File: config.mk
export PLATFORM = sky130hd
export DESIGN_NAME = sme_param
export DESIGN_NICKNAME = d
export VERILOG_FILES = /design/src/rtl/sme_pkg.sv /design/src/rtl/sme_char_eq.sv /design/src/rtl/sme_param.sv
export SDC_FILE = /design/constraint.sdc
export NUM_CORES = 1
export LEC_CHECK = 0
export BUFFER_PORTS_ARGS = -buffer_cell sky130_fd_sc_hd__buf_2
export CAP_MARGIN = 25
export CORE_MARGIN = 1
export CORE_UTILIZATION = 50
export DETAILED_ROUTE_END_ITERATION = 10
export MAX_ROUTING_LAYER = met4
export PLACE_DENSITY = 0.66
export SLEW_MARGIN = 10
export SYNTH_ARGS = -nofsm -noshare
export SYNTH_HDL_FRONTEND = slang
export SYNTH_HIERARCHICAL = 1
export SYNTH_SLANG_ARGS = --single-unit
File: constraint.sdc
create_clock -name clk -period 7.8 [get_ports clk]
set_input_delay 2.34 -clock clk [delete_from_list [all_inputs] [get_ports clk]]
set_output_delay 2.34 -clock clk [all_outputs]
set_load 0.02 [all_outputs]
File: src/rtl/sme_pkg.sv
// Shared definitions for the string-matching engine.
//   sme_state_e : FSM state encoding
//   CH_*        : pattern metacharacters and the word separator
//   fold_case() : maps ASCII A-Z onto a-z, leaves every other byte alone
package sme_pkg;

  typedef enum logic [2:0] {
    ST_IDLE   = 3'd0,
    ST_RECV_S = 3'd1,
    ST_RECV_P = 3'd2,
    ST_SEARCH = 3'd3,
    ST_DONE   = 3'd4
  } sme_state_e;

  localparam logic [7:0] CH_DOT    = 8'h2E;
  localparam logic [7:0] CH_STAR   = 8'h2A;
  localparam logic [7:0] CH_CARET  = 8'h5E;
  localparam logic [7:0] CH_DOLLAR = 8'h24;
  localparam logic [7:0] CH_SPACE  = 8'h20;

  function automatic logic [7:0] fold_case(input logic [7:0] c);
    if ((c >= 8'h41) && (c <= 8'h5A)) begin
      fold_case = c | 8'h20;
    end else begin
      fold_case = c;
    end
  endfunction

endpackage

File: src/rtl/sme_char_eq.sv
// Single-element compare of a string character against a pattern character.
//   s_char : string character
//   p_char : pattern character ('.' matches anything)
//   eq     : 1 when the pattern character accepts the string character
// Zero-width elements ('^', '$', '*') are resolved by the caller.
module sme_char_eq
  import sme_pkg::*;
#(
  parameter int CASE_INSENS = 0
) (
  input  logic [7:0] s_char,
  input  logic [7:0] p_char,
  output logic       eq
);

  // Wildcard first, then either a folded or an exact byte compare.
  always_comb begin
    if (p_char == CH_DOT) begin
      eq = 1'b1;
    end else if (CASE_INSENS != 0) begin
      eq = (fold_case(s_char) == fold_case(p_char));
    end else begin
      eq = (s_char == p_char);
    end
  end

endmodule

File: src/rtl/sme_param.sv
// Parametrised string-matching engine: stores one string and one pattern
// and reports the leftmost start index where the pattern matches.
//   clk, reset            : clock, synchronous active-high reset
//   chardata              : character sampled with isstring / ispattern
//   isstring / ispattern  : next string / pattern character (isstring wins)
//   busy                  : search in progress
//   valid                 : one-cycle result strobe
//   match, match_index    : result, held until the next valid
// The string is retained across searches; a pattern burst that is not
// preceded by a string burst runs against the retained string.
module sme_param
  import sme_pkg::*;
#(
  parameter int STR_MAX     = 32,
  parameter int PAT_MAX     = 8,
  parameter int IDX_W       = $clog2(STR_MAX),
  parameter int CASE_INSENS = 0
) (
  input  logic             clk,
  input  logic             reset,
  input  logic [7:0]       chardata,
  input  logic             isstring,
  input  logic             ispattern,
  output logic             busy,
  output logic             valid,
  output logic             match,
  output logic [IDX_W-1:0] match_index
);

  // String positions need one extra bit so that slen == STR_MAX fits.
  localparam int SW = IDX_W + 1;
  localparam int PW = $clog2(PAT_MAX) + 1;
  localparam int PI = PW - 1;
  localparam logic [SW-1:0] STR_MAX_C = SW'(STR_MAX);
  localparam logic [PW-1:0] PAT_MAX_C = PW'(PAT_MAX);

  sme_state_e       state_q, state_d;
  logic [7:0]       str_q [STR_MAX];
  logic [7:0]       str_d [STR_MAX];
  logic [7:0]       pat_q [PAT_MAX];
  logic [7:0]       pat_d [PAT_MAX];
  logic [SW-1:0]    slen_q, slen_d;
  logic [PW-1:0]    plen_q, plen_d;
  logic [SW-1:0]    st_q, st_d;          // candidate start
  logic [SW-1:0]    sp_q, sp_d;          // string position
  logic [PW-1:0]    pp_q, pp_d;          // pattern position
  logic             star_v_q, star_v_d;  // a '*' has been seen in this candidate
  logic [PW-1:0]    star_p_q, star_p_d;
  logic [SW-1:0]    star_s_q, star_s_d;
  logic             busy_q, busy_d;
  logic             valid_q, valid_d;
  logic             match_q, match_d;
  logic [IDX_W-1:0] match_index_q, match_index_d;

  logic [7:0] s_cur_s;
  logic [7:0] s_prev_s;
  logic [7:0] p_cur_s;
  logic       eq_s;
  logic       elem_ok_s;
  logic       consume_s;

  assign busy        = busy_q;
  assign valid       = valid_q;
  assign match       = match_q;
  assign match_index = match_index_q;

  // Current string/pattern characters; out-of-range reads return 0.
  always_comb begin
    if (sp_q < slen_q) begin
      s_cur_s = str_q[sp_q[IDX_W-1:0]];
    end else begin
      s_cur_s = 8'h00;
    end
    if ((sp_q != {SW{1'b0}}) && (sp_q <= slen_q)) begin
      s_prev_s = str_q[IDX_W'(sp_q - SW'(1))];
    end else begin
      s_prev_s = 8'h00;
    end
    if (pp_q < plen_q) begin
      p_cur_s = pat_q[pp_q[PI-1:0]];
    end else begin
      p_cur_s = 8'h00;
    end
  end

  sme_char_eq #(
    .CASE_INSENS(CASE_INSENS)
  ) u_char_eq (
    .s_char(s_cur_s),
    .p_char(p_cur_s),
    .eq    (eq_s)
  );

  // Evaluate the current non-star element: anchors are zero-width,
  // literals and '.' consume one string character.
  always_comb begin
    if (p_cur_s == CH_CARET) begin
      elem_ok_s = (sp_q == {SW{1'b0}}) || (s_prev_s == CH_SPACE);
      consume_s = 1'b0;
    end else if (p_cur_s == CH_DOLLAR) begin
      elem_ok_s = (sp_q == slen_q) || (s_cur_s == CH_SPACE);
      consume_s = 1'b0;
    end else begin
      elem_ok_s = (sp_q < slen_q) && eq_s;
      consume_s = 1'b1;
    end
  end

  // Next-state logic: input capture, search stepping and result strobe.
  always_comb begin
    state_d       = state_q;
    str_d         = str_q;
    pat_d         = pat_q;
    slen_d        = slen_q;
    plen_d        = plen_q;
    st_d          = st_q;
    sp_d          = sp_q;
    pp_d          = pp_q;
    star_v_d      = star_v_q;
    star_p_d      = star_p_q;
    star_s_d      = star_s_q;
    busy_d        = 1'b0;
    valid_d       = 1'b0;
    match_d       = match_q;
    match_index_d = match_index_q;

    case (state_q)
      ST_IDLE, ST_DONE: begin
        if (isstring) begin
          // First character of a burst replaces the previous string.
          str_d[0] = chardata;
          slen_d   = SW'(1);
          state_d  = ST_RECV_S;
        end else if (ispattern) begin
          pat_d[0] = chardata;
          plen_d   = PW'(1);
          state_d  = ST_RECV_P;
        end else begin
          state_d = ST_IDLE;
        end
      end

      ST_RECV_S: begin
        if (isstring) begin
          if (slen_q < STR_MAX_C) begin
            str_d[slen_q[IDX_W-1:0]] = chardata;
            slen_d = slen_q + SW'(1);
          end else begin
            slen_d = slen_q;
          end
        end else if (ispattern) begin
          pat_d[0] = chardata;
          plen_d   = PW'(1);
          state_d  = ST_RECV_P;
        end else begin
          state_d = ST_IDLE;
        end
      end

      ST_RECV_P: begin
        if (ispattern && !isstring) begin
          if (plen_q < PAT_MAX_C) begin
            pat_d[plen_q[PI-1:0]] = chardata;
            plen_d = plen_q + PW'(1);
          end else begin
            plen_d = plen_q;
          end
        end else begin
          state_d  = ST_SEARCH;
          busy_d   = 1'b1;
          st_d     = {SW{1'b0}};
          sp_d     = {SW{1'b0}};
          pp_d     = {PW{1'b0}};
          star_v_d = 1'b0;
          star_p_d = {PW{1'b0}};
          star_s_d = {SW{1'b0}};
        end
      end

      ST_SEARCH: begin
        busy_d = 1'b1;
        if (pp_q >= plen_q) begin
          state_d       = ST_DONE;
          busy_d        = 1'b0;
          valid_d       = 1'b1;
          match_d       = 1'b1;
          match_index_d = st_q[IDX_W-1:0];
        end else if (p_cur_s == CH_STAR) begin
          star_v_d = 1'b1;
          star_p_d = pp_q + PW'(1);
          star_s_d = sp_q;
          pp_d     = pp_q + PW'(1);
        end else if (elem_ok_s) begin
          pp_d = pp_q + PW'(1);
          if (consume_s) begin
            sp_d = sp_q + SW'(1);
          end else begin
            sp_d = sp_q;
          end
        end else if (star_v_q && (star_s_q < slen_q)) begin
          // Let the last '*' swallow one more character and retry.
          star_s_d = star_s_q + SW'(1);
          sp_d     = star_s_q + SW'(1);
          pp_d     = star_p_q;
        end else if (st_q < slen_q) begin
          st_d     = st_q + SW'(1);
          sp_d     = st_q + SW'(1);
          pp_d     = {PW{1'b0}};
          star_v_d = 1'b0;
        end else begin
          state_d       = ST_DONE;
          busy_d        = 1'b0;
          valid_d       = 1'b1;
          match_d       = 1'b0;
          match_index_d = {IDX_W{1'b0}};
        end
      end

      default: begin
        state_d = ST_IDLE;
      end
    endcase
  end

  // Control and result registers.
  always_ff @(posedge clk) begin
    if (reset) begin
      state_q       <= ST_IDLE;
      slen_q        <= {SW{1'b0}};
      plen_q        <= {PW{1'b0}};
      st_q          <= {SW{1'b0}};
      sp_q          <= {SW{1'b0}};
      pp_q          <= {PW{1'b0}};
      star_v_q      <= 1'b0;
      star_p_q      <= {PW{1'b0}};
      star_s_q      <= {SW{1'b0}};
      busy_q        <= 1'b0;
      valid_q       <= 1'b0;
      match_q       <= 1'b0;
      match_index_q <= {IDX_W{1'b0}};
    end else begin
      state_q       <= state_d;
      slen_q        <= slen_d;
      plen_q        <= plen_d;
      st_q          <= st_d;
      sp_q          <= sp_d;
      pp_q          <= pp_d;
      star_v_q      <= star_v_d;
      star_p_q      <= star_p_d;
      star_s_q      <= star_s_d;
      busy_q        <= busy_d;
      valid_q       <= valid_d;
      match_q       <= match_d;
      match_index_q <= match_index_d;
    end
  end

  // Character storage; contents are qualified by the lengths, so no reset.
  always_ff @(posedge clk) begin
    str_q <= str_d;
    pat_q <= pat_d;
  end

endmodule

* After elaboration in Yosys (flattened, before gate mapping)
Cells that the tools add are included.
** Operators by class
- $add $sub $neg :: 7
- Magnitude comparators :: 15
- Equality and inequality tests :: 42
- Mux-type cells :: 108
- Bitwise operators :: 6
- Reductions and logical operators :: 30
** Operators by type and width (count)
- two-way mux 256 bit :: 2
- bitwise mux 256 bit :: 1
- two-way mux 64 bit :: 2
- two-way mux 8 bit :: 14
- two-way mux 6 bit :: 18
- binary-select mux 8 bit (select 5 bit) :: 2
- bitwise mux 64 bit :: 1
- two-way mux 4 bit :: 12
- case mux 6 bit (2 select lines) :: 4
- demux 8 bit (select 5 bit) :: 1
- == test 8 x 6 -> 1 bit, second input constant :: 5
- != test 2 bit, second input constant :: 17
- case mux 8 bit (2 select lines) :: 2
- two-way mux 1 bit :: 27
- != test 3 bit, second input constant :: 9
- two-way mux 5 bit :: 5
- adder 6 x 1 -> 6 bit, second input constant :: 4
- binary-select mux 8 bit (select 3 bit) :: 1
- demux 8 bit (select 3 bit) :: 1
- case mux 4 bit (2 select lines) :: 3
- two-way mux 3 bit :: 7
- greater-or-equal comparator 6 bit, second input constant :: 3
- less-than comparator 6 bit :: 3
- inverter 5 -> 6 bit :: 3
- other kinds (38) :: 61
** Storage, ports and cells
- Register bits :: 368
- Input bits :: 12
- Output and inout bits :: 8
- Word-level logic and storage cells :: 261

* Logic depth before layout (Yosys ltp)
Gate-level depths: netlist of the first run.
- Depth in word-level cells :: 14
- Gate-level depth with buffers :: 19
- Mapped depth without buffers :: 16

* Hierarchy
Netlist of the first run, hierarchy kept.
** Modules (own cells, without submodules)
- sme_param :: instances 1, cells each 1198, area each 16961.3 um^2, sequential area each 10570.1 um^2
- sme_char_eq :: instances 1, cells each 14, area each 116.4 um^2, sequential area each 0.0 um^2

* Worst setup path after synthesis of the first run
Ideal clock, no wire load.
- Kind :: input port to flip-flop
- Start :: in isstring
- End :: reg pat_q[48] (netlist bit), enable pin
- Setup time :: 0.383 ns
- Arrival time :: 3.503 ns
- Required time :: 7.417 ns
- Slack :: 3.913 ns
- Cell stages on the path :: 4
- Buffers on the path :: 0
- Path through :: nand2b_1 -> nor3_1 -> nand2_1 -> nor3_1
** Between the ends
- Cells in the longest elaborated chain, start to end :: 3
** RTL lines
- start, declared :: line sme_param.sv:22 : input logic isstring,
- logical NOT 1 bit :: line sme_param.sv:161 : if (ispattern && !isstring) begin
- logical AND 1 bit :: line sme_param.sv:161
- AND reduction 3 bit (no line)
- end signal, assigned :: line sme_param.sv:261 : pat_q <= pat_d;
- end, declared :: line sme_param.sv:40 : logic [7:0] pat_q [PAT_MAX];
No other way between the ends.
A chain may end at the register's enable or synchronous reset.

* Worst setup path in the final report of the first run
- Start :: reg sp_q[1]
- End :: reg match_index_q[0], in the netlist match_index[0]
** Between the ends
- Cells in the longest elaborated chain, start to end :: 12
- Elaborated cells between the ends (all ways) :: 28
- Those cells by class :: add/sub: 1; order compare: 2; eq/ne: 5; mux: 11; bitwise: 2; reduce/logical: 7
** RTL lines
- start, declared :: line sme_param.sv:45 : logic [SW-1:0] sp_q, sp_d;
- start signal, assigned :: line sme_param.sv:232 : sp_q <= {SW{1'b0}};
- start signal, assigned :: line sme_param.sv:246 : sp_q <= sp_d;
- parallel branches: the longest is 9 deep, another holds subtractor 5 x 1 -> 5 bit
- two-way mux 1 bit * :: line sme_param.sv:97 : if (p_cur_s == CH_CARET) begin
- != test 2 x 1 -> 1 bit (no line) *
- AND reduction 5 bit (no line) *
- end signal, assigned :: line sme_param.sv:240 : match_index_q <= {IDX_W{1'b0}};
- end signal, assigned :: line sme_param.sv:254 : match_index_q <= match_index_d;
- end, declared :: line sme_param.sv:53 : logic [IDX_W-1:0] match_index_q, match_index_d;
Every way passes the cells marked *. The select of a mux whose other input is x is not followed.

==> results of run 1 <==
[synth_stat cells, drive strengths merged (3+ instances only)]
master / n / area (um^2)
nor2: 95 / 356.6
clkinv: 3 / 11.26
or2: 3 / 18.77
inv: 34 / 127.6
xor2: 4 / 35.03
and2: 11 / 68.82
a21o: 11 / 82.58
a22oi: 8 / 60.06
and4b: 4 / 40.04
nor4b: 16 / 170.2
nand4b: 3 / 26.28
nand2: 75 / 284.0
mux2i: 21 / 210.2
a21oi: 44 / 220.2
mux2: 21 / 240.2
dfxtp: 48 / 960.9
clkbuf: 21 / 78.83
edfxtp: 320 / 9609
nor2b: 21 / 131.4
nand3b: 5 / 37.54
o221ai: 9 / 78.83
mux4: 76 / 1712
o211ai: 11 / 96.34
a22o: 4 / 35.03
or3: 6 / 42.54
o21a: 7 / 52.55
o21ai: 34 / 170.2
buf: 29 / 162.7
o22ai: 28 / 175.2
xnor2: 22 / 192.7
nor3: 19 / 100.1
nand4: 21 / 131.4
nor4: 40 / 250.2
a31oi: 15 / 93.84
nor3b: 4 / 30.03
ha: 31 / 387.9
o31ai: 7 / 52.55
and3: 5 / 31.28
nand3: 33 / 165.2
nand2b: 16 / 100.1
[logic make-up (layout without fill, tap and decap cells)]
family / Yosys count / in the layout / share of synthesized area, %
AND/OR/NAND/NOR: 381 / 381 / 11.86
flip-flops: 368 / 368 / 61.89
AO/OA/AOI/OAI: 201 / 201 / 7.752
multiplexers: 118 / 118 / 12.66
buffers and inverters: 87 / 136 / 2.227
adder cells (fa/ha/maj): 31 / 31 / 2.271
XOR/XNOR: 26 / 26 / 1.333
[worst register-to-register path, delay by kind of cell (launching register included)]
| kind | cells | cell delay (ns) |
|---|---|---|
| and+or+nand+nor | 1 | 0.28 |
| muxes | 1 | 0.42 |
| adders and majority gates | 1 | 0.93 |
| buffers and inverters | 1 | 0.46 |
| DFF | 1 | 0.96 |
| AOI/OAI and AO/OA | 6 | 1.76 |
[worst paths after layout]
| kind | start | endpoint | slack [ns] |
|---|---|---|---|
| max | sp_q[1] | match_index[0] | 2.82 |
| max reg2reg | sp_q[1] | match_index[0] | 2.82 |
| min | star_p_q[3] | star_p_q[3] | 0.46 |
| min reg2reg | star_p_q[3] | star_p_q[3] | 0.46 |
[flip-flops by register name, indices dropped and copies added (netlist names), 5 cells and up]
register	flops
match_index	5
pat_q	64
slen_q	6
st_q	6
str_q	256
sp_q	6
star_s_q	6
[placed cells by master (no fill, tap or decap), types with 6 or more instances in the layout]
| cell type | Yosys | routed |
|---|---|---|
| sky130_fd_sc_hd__a21o_1 | 11 | 11 |
| sky130_fd_sc_hd__a21oi_1 | 44 | 44 |
| sky130_fd_sc_hd__a22oi_1 | 8 | 8 |
| sky130_fd_sc_hd__a31oi_1 | 15 | 15 |
| sky130_fd_sc_hd__and2_1 | 11 | 11 |
| sky130_fd_sc_hd__buf_2 | 19 | 20 |
| sky130_fd_sc_hd__buf_4 | 2 | 7 |
| sky130_fd_sc_hd__bufinv_16 | 0 | 8 |
| sky130_fd_sc_hd__clkbuf_1 | 21 | 6 |
| sky130_fd_sc_hd__clkbuf_16 | 0 | 40 |
| sky130_fd_sc_hd__clkinv_1 | 3 | 11 |
| sky130_fd_sc_hd__dfxtp_1 | 48 | 45 |
| sky130_fd_sc_hd__edfxtp_1 | 320 | 320 |
| sky130_fd_sc_hd__ha_1 | 31 | 31 |
| sky130_fd_sc_hd__inv_1 | 33 | 33 |
| sky130_fd_sc_hd__mux2_2 | 20 | 20 |
| sky130_fd_sc_hd__mux2i_1 | 21 | 21 |
| sky130_fd_sc_hd__mux4_2 | 76 | 76 |
| sky130_fd_sc_hd__nand2_1 | 74 | 74 |
| sky130_fd_sc_hd__nand2b_1 | 16 | 16 |
| sky130_fd_sc_hd__nand3_1 | 33 | 33 |
| sky130_fd_sc_hd__nand4_1 | 21 | 21 |
| sky130_fd_sc_hd__nor2_1 | 95 | 95 |
| sky130_fd_sc_hd__nor2b_1 | 21 | 21 |
| sky130_fd_sc_hd__nor3_1 | 18 | 18 |
| sky130_fd_sc_hd__nor4_1 | 40 | 40 |
| sky130_fd_sc_hd__nor4b_1 | 14 | 14 |
| sky130_fd_sc_hd__o211ai_1 | 10 | 10 |
| sky130_fd_sc_hd__o21a_1 | 7 | 7 |
| sky130_fd_sc_hd__o21ai_0 | 32 | 32 |
| sky130_fd_sc_hd__o221ai_1 | 9 | 9 |
| sky130_fd_sc_hd__o22ai_1 | 28 | 28 |
| sky130_fd_sc_hd__o31ai_1 | 7 | 7 |
| sky130_fd_sc_hd__xnor2_1 | 22 | 22 |
[report_power, final]
| group | switching (mW) | total, mW | internal (mW) |
|---|---|---|---|
| Combinational | 0.117 | 0.174 | 0.0568 |
| Sequential | 0.00989 | 2.16 | 2.15 |
| Clock | 0.765 | 1.98 | 1.21 |
[metal layers]
layer / wire [um] / global-route usage (%) / part of all wire, % / up-vias
li1: - / - / - / 4857
met1: 18140 / 35.25 / 45 / 5414
met2: 18620 / 36.74 / 46 / 500
met3: 3113 / 3.490 / 7.6 / 66
met4: 840 / 5.990 / 2.1 / 0
met5: 0 / - / 0 / -
[per-stage QoR]
step,setup slack [ns],cells,area (um^2)
final,2.817,1709,18940
after global routing,2.357,1709,18940
after CTS,2.752,1708,18940
after detailed placement,2.778,1636,17550
after global placement,2.988,1636,17550
after floorplan,3.913,1212,17080
[layout make-up]
| type | count | area [um^2] |
|---|---|---|
| Fill cell | 2701 | 14590 |
| Sequential cell | 368 | 10580 |
| Multi-Input combinational cell | 757 | 6127 |
| Clock buffer | 46 | 1023 |
| Tap cell | 448 | 560.5 |
| Clock inverter | 26 | 359.1 |
| Timing Repair Buffer | 27 | 152.6 |
| Inverter | 37 | 138.9 |
==> summary.md, run 1 <==
Floorplan
- number of placement rows: 67
- area enclosed by the die boundary: 34900 um^2
- Initial Utilization: 50.93%
- I/O pin cnt: 20
- vertical extent of the die: 186.8 um
- Core Box Area: 33530 um^2
- width of the die: 186.8 um

Power
- total design power: 4.311 mW
- pwr/cell area: 227.6 nW/um^2
- worst supply voltage drop on vdd: 0.1557 mV
- total leakage power: 6.022 nW

Setup path
- required time of the worst setup path: 8.18 ns
- kind of cell adding the most delay to the critical path: compound AO/OA/AOI/OAI gates
- critical-path cell list: inv_1 -> ha_1 -> mux4_2 -> o22ai_1 -> a22oi_1 -> o211a_1 -> o211ai_4 -> nand2_2 -> o21ai_0 -> o22ai_1
- worst path buffer plus inverter count: 1
- kind of end point of the critical path: register
- classification of the worst setup path: register to register
- Crit-path slowest cell: sky130_fd_sc_hd__dfxtp_4
- cell depth of the worst setup path: 10
- depth of the most critical reg-to-reg path: 10
- Crit Path Max Fanout: 55
- cell repeated most along the worst path: sky130_fd_sc_hd__o22ai_1
- Setup crit start kind: register
- data arrival time of the critical path: 5.36 ns
- highest cell delay on the worst timing path: 0.96 ns

Yosys
- post-synthesis register bit count: 368
- asr flop ratio synth: 0%
- dominant synthesized flop cell: sky130_fd_sc_hd__edfxtp_1
- share of the yosys chip area belonging to registers: 61.89%
- Mapped Nets: 1255
- Cell Area, Synth: 17080 um^2
- synthesized instance count: 1212
- Netlist cell types: 72
- total of warnings raised by yosys: 6
- mean instance size in the synthesized netlist: 14.09 um^2
- number of enable-type register cells in the synthesized netlist: 320

Worst hold path
- hold-critical path depth: 2
- type of the most critical hold path: register to register

Place
- Detail Placement HPWL: 27680 um
- RePlAce Congestion: 0.9193
- total of buffers placed on input and output ports: 19

Clock network
- TritonCTS clock tree: built
- cts hold-fix bufs: 0
- cell at the root of the clock tree: sky130_fd_sc_hd__clkbuf_16
- CTS Buf Count: 40
- clock-pin transition on the worst setup and hold timing paths: 0.06 ns
- # Post-CTS Setup Buffers: 0
- worst-case clock buffer depth: 3
- number of clock sinks: 368
- number of gates given a new drive strength after cts: 0
- clock latency on the worst-skew pair: 0.55 ns
- H-tree levels: 2

Run status
- run status: completed

STA
- transition time at the pin with the least slew margin: 0.9978 ns
- Post-Route Hold Slack: 0.4557 ns
- Hold Fails Final Rpt: 0
- Layout Skew: 0.02095 ns
- fin. max-slew vios: 0
- endpoints failing setup: 0
- setup repair after global routing missed its margin: no
- final critical path time including I/O delays and setup: 4.983 ns
- fmax: 200.7 MHz
- setup TNS: 0 ns
- Period Utilization, post-route: 63.88%
- relative slew slack: 33.48%

Detailed routing
- via density per instance: 6.341
- Wirelength per Cell: 23.82 um
- Initial DRT Pass Iterations: 5
- number of DRC markers after the initial detailed-route iteration: 1340
- drt total wl: 40720 um
- DRC violations left: 0
- ANT nets after route: 0
- via count of the routed design: 10.84k

GRT
- GRT Total Usage: 24.42%
- vias in the first global route: 10.62k
- overflow left after global routing: 0
- maximum number of pins on one net before global-route repair: 56
- global-route wire length before repair: 63270 um
- initial antenna violation count: 0

Final layout
- growth of design area from synthesis to finish: 10.91%
- count of nets after finishing: 1274
- post-layout util: 56.49%
- ratio of cells with drive above 1 in the final layout: 15.94%
- ant diodes: 0

Run
- total of max-cap violations: 0

(Power assumes the default switching activity.)
==> inputs of run 2 (changes only) <==
==> constraint.sdc (replaced) <==
create_clock -name clk -period 4.7 [get_ports clk]
set_input_delay 1.41 -clock clk [delete_from_list [all_inputs] [get_ports clk]]
set_output_delay 1.41 -clock clk [all_outputs]
set_load 0.02 [all_outputs]
==> run 2 against run 1 <==
Critical path depth grew 7; final cell count grew 0.47%; count of clock-buffer cells in the layout is the same; first-iteration DRC count grew 11%; sequential share of layout area grew 0.21 points; clock skew shrank 0.0032 ns; worst hold slack is essentially flat; sequential power grew 66%; core utilization shrank 0.21 points; non-clock buffer count grew 11; critical endpoint is now star_s_q[4]; highest routed layer unchanged.
==> summary.md, run 2 (synthesis results as in run 1) <==
Worst hold path
- hold wc startpoint: star_p_q[2]
- hold worst-path end: star_p_q[2]
- hold-critical path depth: 2
- type of the most critical hold path: register to register

Final layout
- leading registers by flop count: str_q (256), pat_q (64)
- most common library cell in the layout ignoring fill and taps: sky130_fd_sc_hd__edfxtp_1
- ratio of cells with drive above 1 in the final layout: 16.08%
- growth of design area from synthesis to finish: 10.49%
- post-layout util: 56.27%
- count of nets after finishing: 1283
- Final Instance Count excl. Fillers: 1717
- summed area of non-filler cells in the final layout: 18870 um^2
- register name with the most flops: str_q
- ant diodes: 0
- number of flip-flops under the largest register name: 256
- top library cells by usage in the layout, fill and taps aside: 320 x sky130_fd_sc_hd__edfxtp_1, 95 x sky130_fd_sc_hd__nor2_1, 76 x sky130_fd_sc_hd__mux4_2

Detailed routing
- Initial DRT Pass Iterations: 5
- via count of the routed design: 11.10k
- Wirelength per Cell: 24.85 um
- number of DRC markers after the initial detailed-route iteration: 1482
- DRC violations left: 0
- ANT nets after route: 0
- via density per instance: 6.465
- drt total wl: 42660 um

Place
- total of buffers placed on input and output ports: 19
- Placed Area: 17670 um^2
- RePlAce Congestion: 0.9244
- post-placement worst setup slack: 0.5801 ns
- Detail Placement HPWL: 28600 um
- number of placed cells counting well taps: 1648

STA
- transition time at the pin with the least slew margin: 1.053 ns
- worst setup slack after layout: 0.5528 ns
- Layout Skew: 0.01776 ns
- setup repair after global routing missed its margin: no
- Hold Fails Final Rpt: 0
- Period Utilization, post-route: 88.24%
- relative slew slack: 29.79%
- endpoints failing setup: 0
- setup TNS: 0 ns
- Post-Route Hold Slack: 0.4561 ns
- fin. max-slew vios: 0
- final critical path time including I/O delays and setup: 4.147 ns
- fmax: 241.1 MHz

Setup path
- data arrival time of the critical path: 4.54 ns
- depth of the most critical reg-to-reg path: 17
- minimum setup slack among reg-to-reg paths: 0.55 ns
- kind of end point of the critical path: register
- Crit Path Max Fanout: 54
- worst r2r dst: star_s_q[4]
- required time of the worst setup path: 5.09 ns
- classification of the worst setup path: register to register
- FF-to-FF Start: sp_q[1]
- Setup crit start kind: register

Clock network
- cell at the root of the clock tree: sky130_fd_sc_hd__clkbuf_16
- TritonCTS clock tree: built
- number of clock sinks: 368
- clock-pin transition on the worst setup and hold timing paths: 0.06 ns
- # Post-CTS Setup Buffers: 0
- worst-case clock buffer depth: 3
- number of gates given a new drive strength after cts: 0
- H-tree levels: 2
- CTS Buf Count: 38
- clock latency on the worst-skew pair: 0.54 ns
- cts hold-fix bufs: 0

Run status
- run status: completed

GRT
- global-route wire length before repair: 65530 um
- initial antenna violation count: 0
- maximum number of pins on one net before global-route repair: 55
- vias in the first global route: 10.71k
- GRT Total Usage: 25.53%
- overflow left after global routing: 0

Floorplan
- vertical extent of the die: 186.8 um
- number of placement rows: 67
- width of the die: 186.8 um
- I/O pin cnt: 20
- area enclosed by the die boundary: 34900 um^2
- Core Box Area: 33530 um^2
- Initial Utilization: 50.93%

Run
- total of max-cap violations: 0

Power
- total design power: 6.817 mW
- pwr/cell area: 361.3 nW/um^2
- total leakage power: 6.004 nW
- worst supply voltage drop on vdd: 0.2824 mV

run 2: how the worst max path moves through the flow:
stage | start | endpoint | slack [ns] | cells after the start
floorplan | sp_q[1] | sp_q[1] | 0.87 | 15
global placement | sp_q[1] | star_s_q[4] | 0.71 | 17
detailed placement | sp_q[1] | star_s_q[3] | 0.58 | 17
CTS | sp_q[1] | star_s_q[3] | 0.58 | 17
global route | sp_q[1] | star_s_q[3] | 0.06 | 17
finish | sp_q[1] | star_s_q[4] | 0.55 | 17
run 2: worst max-delay path: stages, from the launching register on:
cell and delay (ns):
sky130_fd_sc_hd__dfxtp_4 0.36, sky130_fd_sc_hd__buf_12 0.32, sky130_fd_sc_hd__ha_1 0.32, sky130_fd_sc_hd__nor2b_1 0.13, sky130_fd_sc_hd__o21a_1 0.16, sky130_fd_sc_hd__o2111ai_1 0.59, sky130_fd_sc_hd__nand4_1 0.24, sky130_fd_sc_hd__inv_1 0.12
sky130_fd_sc_hd__xnor2_1 0.12, sky130_fd_sc_hd__nand4_1 0.12, sky130_fd_sc_hd__o21ai_1 0.14, sky130_fd_sc_hd__nand3_1 0.09, sky130_fd_sc_hd__nand3b_1 0.17, sky130_fd_sc_hd__o211ai_4 0.09, sky130_fd_sc_hd__buf_4 0.23, sky130_fd_sc_hd__and2_1 0.18
sky130_fd_sc_hd__o21ai_0 0.42, sky130_fd_sc_hd__o21ai_0 0.16
run 2: power breakdown:
group | total (mW) | internal [mW] | switching [mW]
registers | 3.59 | 3.57 | 0.0193
logic | 0.292 | 0.0964 | 0.196
clock network | 2.94 | 1.71 | 1.23
run 2: area by class of cell:
| class | count | area, um^2 |
|---|---|---|
| tap | 448 | 560.5 |
| clock buffer | 46 | 980.9 |
| multi-input combinational | 757 | 6127 |
| timing repair buffer | 38 | 262.8 |
| fill | 2656 | 14660 |
| clock inverter | 23 | 220.2 |
| sequential | 368 | 10580 |
| inverter | 37 | 138.9 |
run 2: layer usage:
layer	up-vias	GRT usage, %	share of wire, %	wire length, um
li1	4874	-	-	-
met1	5534	36.27	43	18230
met2	598	38.23	46	19530
met3	94	4.259	8.9	3801
met4	0	7.093	2.6	1104
met5	-	-	0	0
==> inputs of run 3 (changes only) <==
--- a/config.mk
+++ b/config.mk
@@ -7,11 +7,10 @@
 export LEC_CHECK = 0
 export BUFFER_PORTS_ARGS = -buffer_cell sky130_fd_sc_hd__buf_2
 export CAP_MARGIN = 25
-export CORE_MARGIN = 1
-export CORE_UTILIZATION = 50
+export CORE_UTILIZATION = 54
 export DETAILED_ROUTE_END_ITERATION = 10
 export MAX_ROUTING_LAYER = met4
-export PLACE_DENSITY = 0.66
+export PLACE_DENSITY = 0.7
 export SLEW_MARGIN = 10
 export SYNTH_ARGS = -nofsm -noshare
 export SYNTH_HDL_FRONTEND = slang
==> constraint.sdc (replaced) <==
create_clock -name clk -period 4 [get_ports clk]
set_input_delay 1.2 -clock clk [delete_from_list [all_inputs] [get_ports clk]]
set_output_delay 1.2 -clock clk [all_outputs]
set_load 0.02 [all_outputs]
==> run 3 against run 2 <==
Setup slack got worse by 0.32 ns; the flow now finishes with violations (DRC); sequential power rose by 17%; routed wire length down 0.33%.
==> summary.md, run 3 (synthesis results as in run 1) <==
Detailed routing
- highest metal layer with signal wires: met4
- Wirelength per Cell: 25.21 um
- detailed route wirelength on metal2: 19940 um
- met3 routed wirelength: 3205 um
- ANT nets after route: 0
- via density per instance: 6.599
- number of DRC markers after the initial detailed-route iteration: 1318
- DRC violations left: 3
- via count of the routed design: 11.13k
- drt total wl: 42520 um
- total routed wire length on the met1 layer: 18330 um
- Initial DRT Pass Iterations: 9

Final layout
- most common library cell in the layout ignoring fill and taps: sky130_fd_sc_hd__edfxtp_1
- ant diodes: 0
- ratio of cells with drive above 1 in the final layout: 18.28%
- growth of design area from synthesis to finish: 12.39%
- count of nets after finishing: 1306
- leading registers by flop count: str_q (256), pat_q (64)
- area taken by multi-input logic gates: 6133 um^2
- number of flip-flops under the largest register name: 256
- Filler Cell Count: 2252
- top library cells by usage in the layout, fill and taps aside: 320 x sky130_fd_sc_hd__edfxtp_1, 95 x sky130_fd_sc_hd__nor2_1, 76 x sky130_fd_sc_hd__mux4_2
- register name with the most flops: str_q
- Sequential Area: 10580 um^2

Power
- worst supply voltage drop on vdd: 0.3206 mV
- cell-internal power: 6.595 mW
- pwr/cell area: 434.3 nW/um^2
- part of the total power dissipated in the clock network: 45.2%
- logic gate share of total power: 4.2%
- total leakage power: 6.202 nW
- net switching share of the total power: 20.87%
- switching power: 1.739 mW
- part of the power in registers: 50.6%
- total design power: 8.335 mW

GRT
- GRT Total Usage: 27.46%
- vias in the first global route: 11.00k
- maximum number of pins on one net before global-route repair: 43
- initial antenna violation count: 0
- overflow left after global routing: 0
- global-route wire length before repair: 65470 um

Floorplan
- number of placement rows: 64
- width of the die: 179.8 um
- I/O pin cnt: 20
- Initial Utilization: 55.39%
- area enclosed by the die boundary: 32340 um^2
- vertical extent of the die: 179.8 um
- Core Box Area: 30830 um^2

STA
- setup TNS: 0 ns
- Period Utilization, post-route: 94.28%
- fin. max-slew vios: 0
- endpoints failing setup: 0
- setup repair after global routing missed its margin: no
- worst setup slack after layout: 0.2286 ns
- final critical path time including I/O delays and setup: 3.771 ns
- relative slew slack: 35.94%
- fmax: 265.2 MHz
- Hold Fails Final Rpt: 0
- transition time at the pin with the least slew margin: 0.9610 ns
- Layout Skew: 0.01937 ns

Setup path
- Crit-path slowest cell: sky130_fd_sc_hd__mux4_2
- kind of cell adding the most delay to the critical path: compound AO/OA/AOI/OAI gates
- data arrival time of the critical path: 4.17 ns
- kind of end point of the critical path: register
- minimum setup slack among reg-to-reg paths: 0.23 ns
- depth of the most critical reg-to-reg path: 17
- critical-path cell list: buf_12 -> buf_12 -> mux4_2 -> o22ai_1 -> o221ai_1 -> nand4_1 -> inv_1 -> xnor2_1 -> nand4_1 -> o21ai_1 -> nand3_1 -> nand3b_1 -> o211ai_4 -> buf_4 -> or3_1 -> o21ai_0 -> o22ai_1
- classification of the worst setup path: register to register
- highest cell delay on the worst timing path: 0.51 ns
- worst r2r dst: sp_q[5]
- worst path buffer plus inverter count: 4
- start point of the critical path: sp_q[1]
- Crit Path Max Fanout: 19
- Setup crit start kind: register
- required time of the worst setup path: 4.40 ns
- FF-to-FF Start: sp_q[1]

Clock network
- clock latency on the worst-skew pair: 0.54 ns
- CTS Buf Count: 39
- cell at the root of the clock tree: sky130_fd_sc_hd__clkbuf_16
- H-tree levels: 2
- cts hold-fix bufs: 0
- number of clock sinks: 368
- worst-case clock buffer depth: 3
- TritonCTS clock tree: built
- clock-pin transition on the worst setup and hold timing paths: 0.06 ns

Run
- total of max-cap violations: 0

Place
- post-placement worst setup slack: 0.2373 ns
- RePlAce Congestion: 0.9417
- Detail Placement HPWL: 28750 um
- total of buffers placed on input and output ports: 19

Worst hold path
- hold worst-path end: star_p_q[2]
- type of the most critical hold path: register to register
- hold-critical path depth: 2
- hold wc startpoint: star_p_q[2]

Run status
- violations in the final reports: DRC
- run status: finished, violations left

[run 3: cell count changes in the layout (fill, tap and decap cells not counted), moves of 2 or more]
cell,change
sky130_fd_sc_hd__clkinv_4,+3
sky130_fd_sc_hd__buf_4,+16
sky130_fd_sc_hd__buf_12,+4
sky130_fd_sc_hd__clkinv_1,-6
sky130_fd_sc_hd__inv_6,-2
sky130_fd_sc_hd__bufinv_16,+3
[run 3: area by class of cell]
cell class | count | share of cell area (%)
sequential | 368 | 55.12
multi-input combinational | 757 | 31.96
clock buffer | 47 | 5.293
timing repair buffer | 60 | 2.614
tap | 396 | 2.581
clock inverter | 22 | 1.708
inverter | 37 | 0.7236
[run 3: stage by stage]
stage	cells	cell area (um^2)	util, %	hold slack [ns]
6_report	1687	19190	62.26	0.4585
5_1_grt	1687	19190	62.26	0.4833
4_1_cts	1684	19130	62.04	0.4554
3_5_place_dp	1615	17780	57.68	0.4469
3_3_place_gp	1615	17780	57.68	0.4397
2_1_floorplan	1212	17080	-	0.4321
[run 3: layer usage]
metal  up-vias  GRT usage [%]
li1       4909              -
met2       533          41.85
met1      5605          38.52
met5         -              -
met4         0          7.862
met3        85          4.214
[run 3: worst max-delay path by stage]
stage	to	slack, ns	cells past startpoint
6_report	sp_q[5]	0.23	17
5_1_grt	sp_q[5]	0.0002	16
4_1_cts	sp_q[5]	0.22	16
3_5_place_dp	sp_q[5]	0.24	16
3_3_place_gp	sp_q[5]	0.24	16
2_1_floorplan	sp_q[1]	0.17	15
[run 3: timing repair]
item,CTS,global route
endpoints found under the hold margin,0,0
endpoints found under the setup margin,0,7
gates resized for setup,0,5
setup buffers,0,3
[run 3: tightest hold or removal path: cells and delay by family, from the launching register on]
family | cells | cell delay (ns)
AO/OA/AOI/OAI | 1 | 0.05
flip-flops | 1 | 0.31
AND/OR/NAND/NOR | 1 | 0.05
[run 3: power groups by stage]
stage | registers, mW | clock network (mW) | logic [mW]
5_1_grt | 4.21 | 3.95 | 0.378
3_3_place_gp | 4.29 | 0 | 0.343
3_5_place_dp | 4.29 | 0 | 0.347
2_1_floorplan | 4.29 | 0 | 0.202
6_report | 4.21 | 3.77 | 0.349
4_1_cts | 4.21 | 3.80 | 0.348
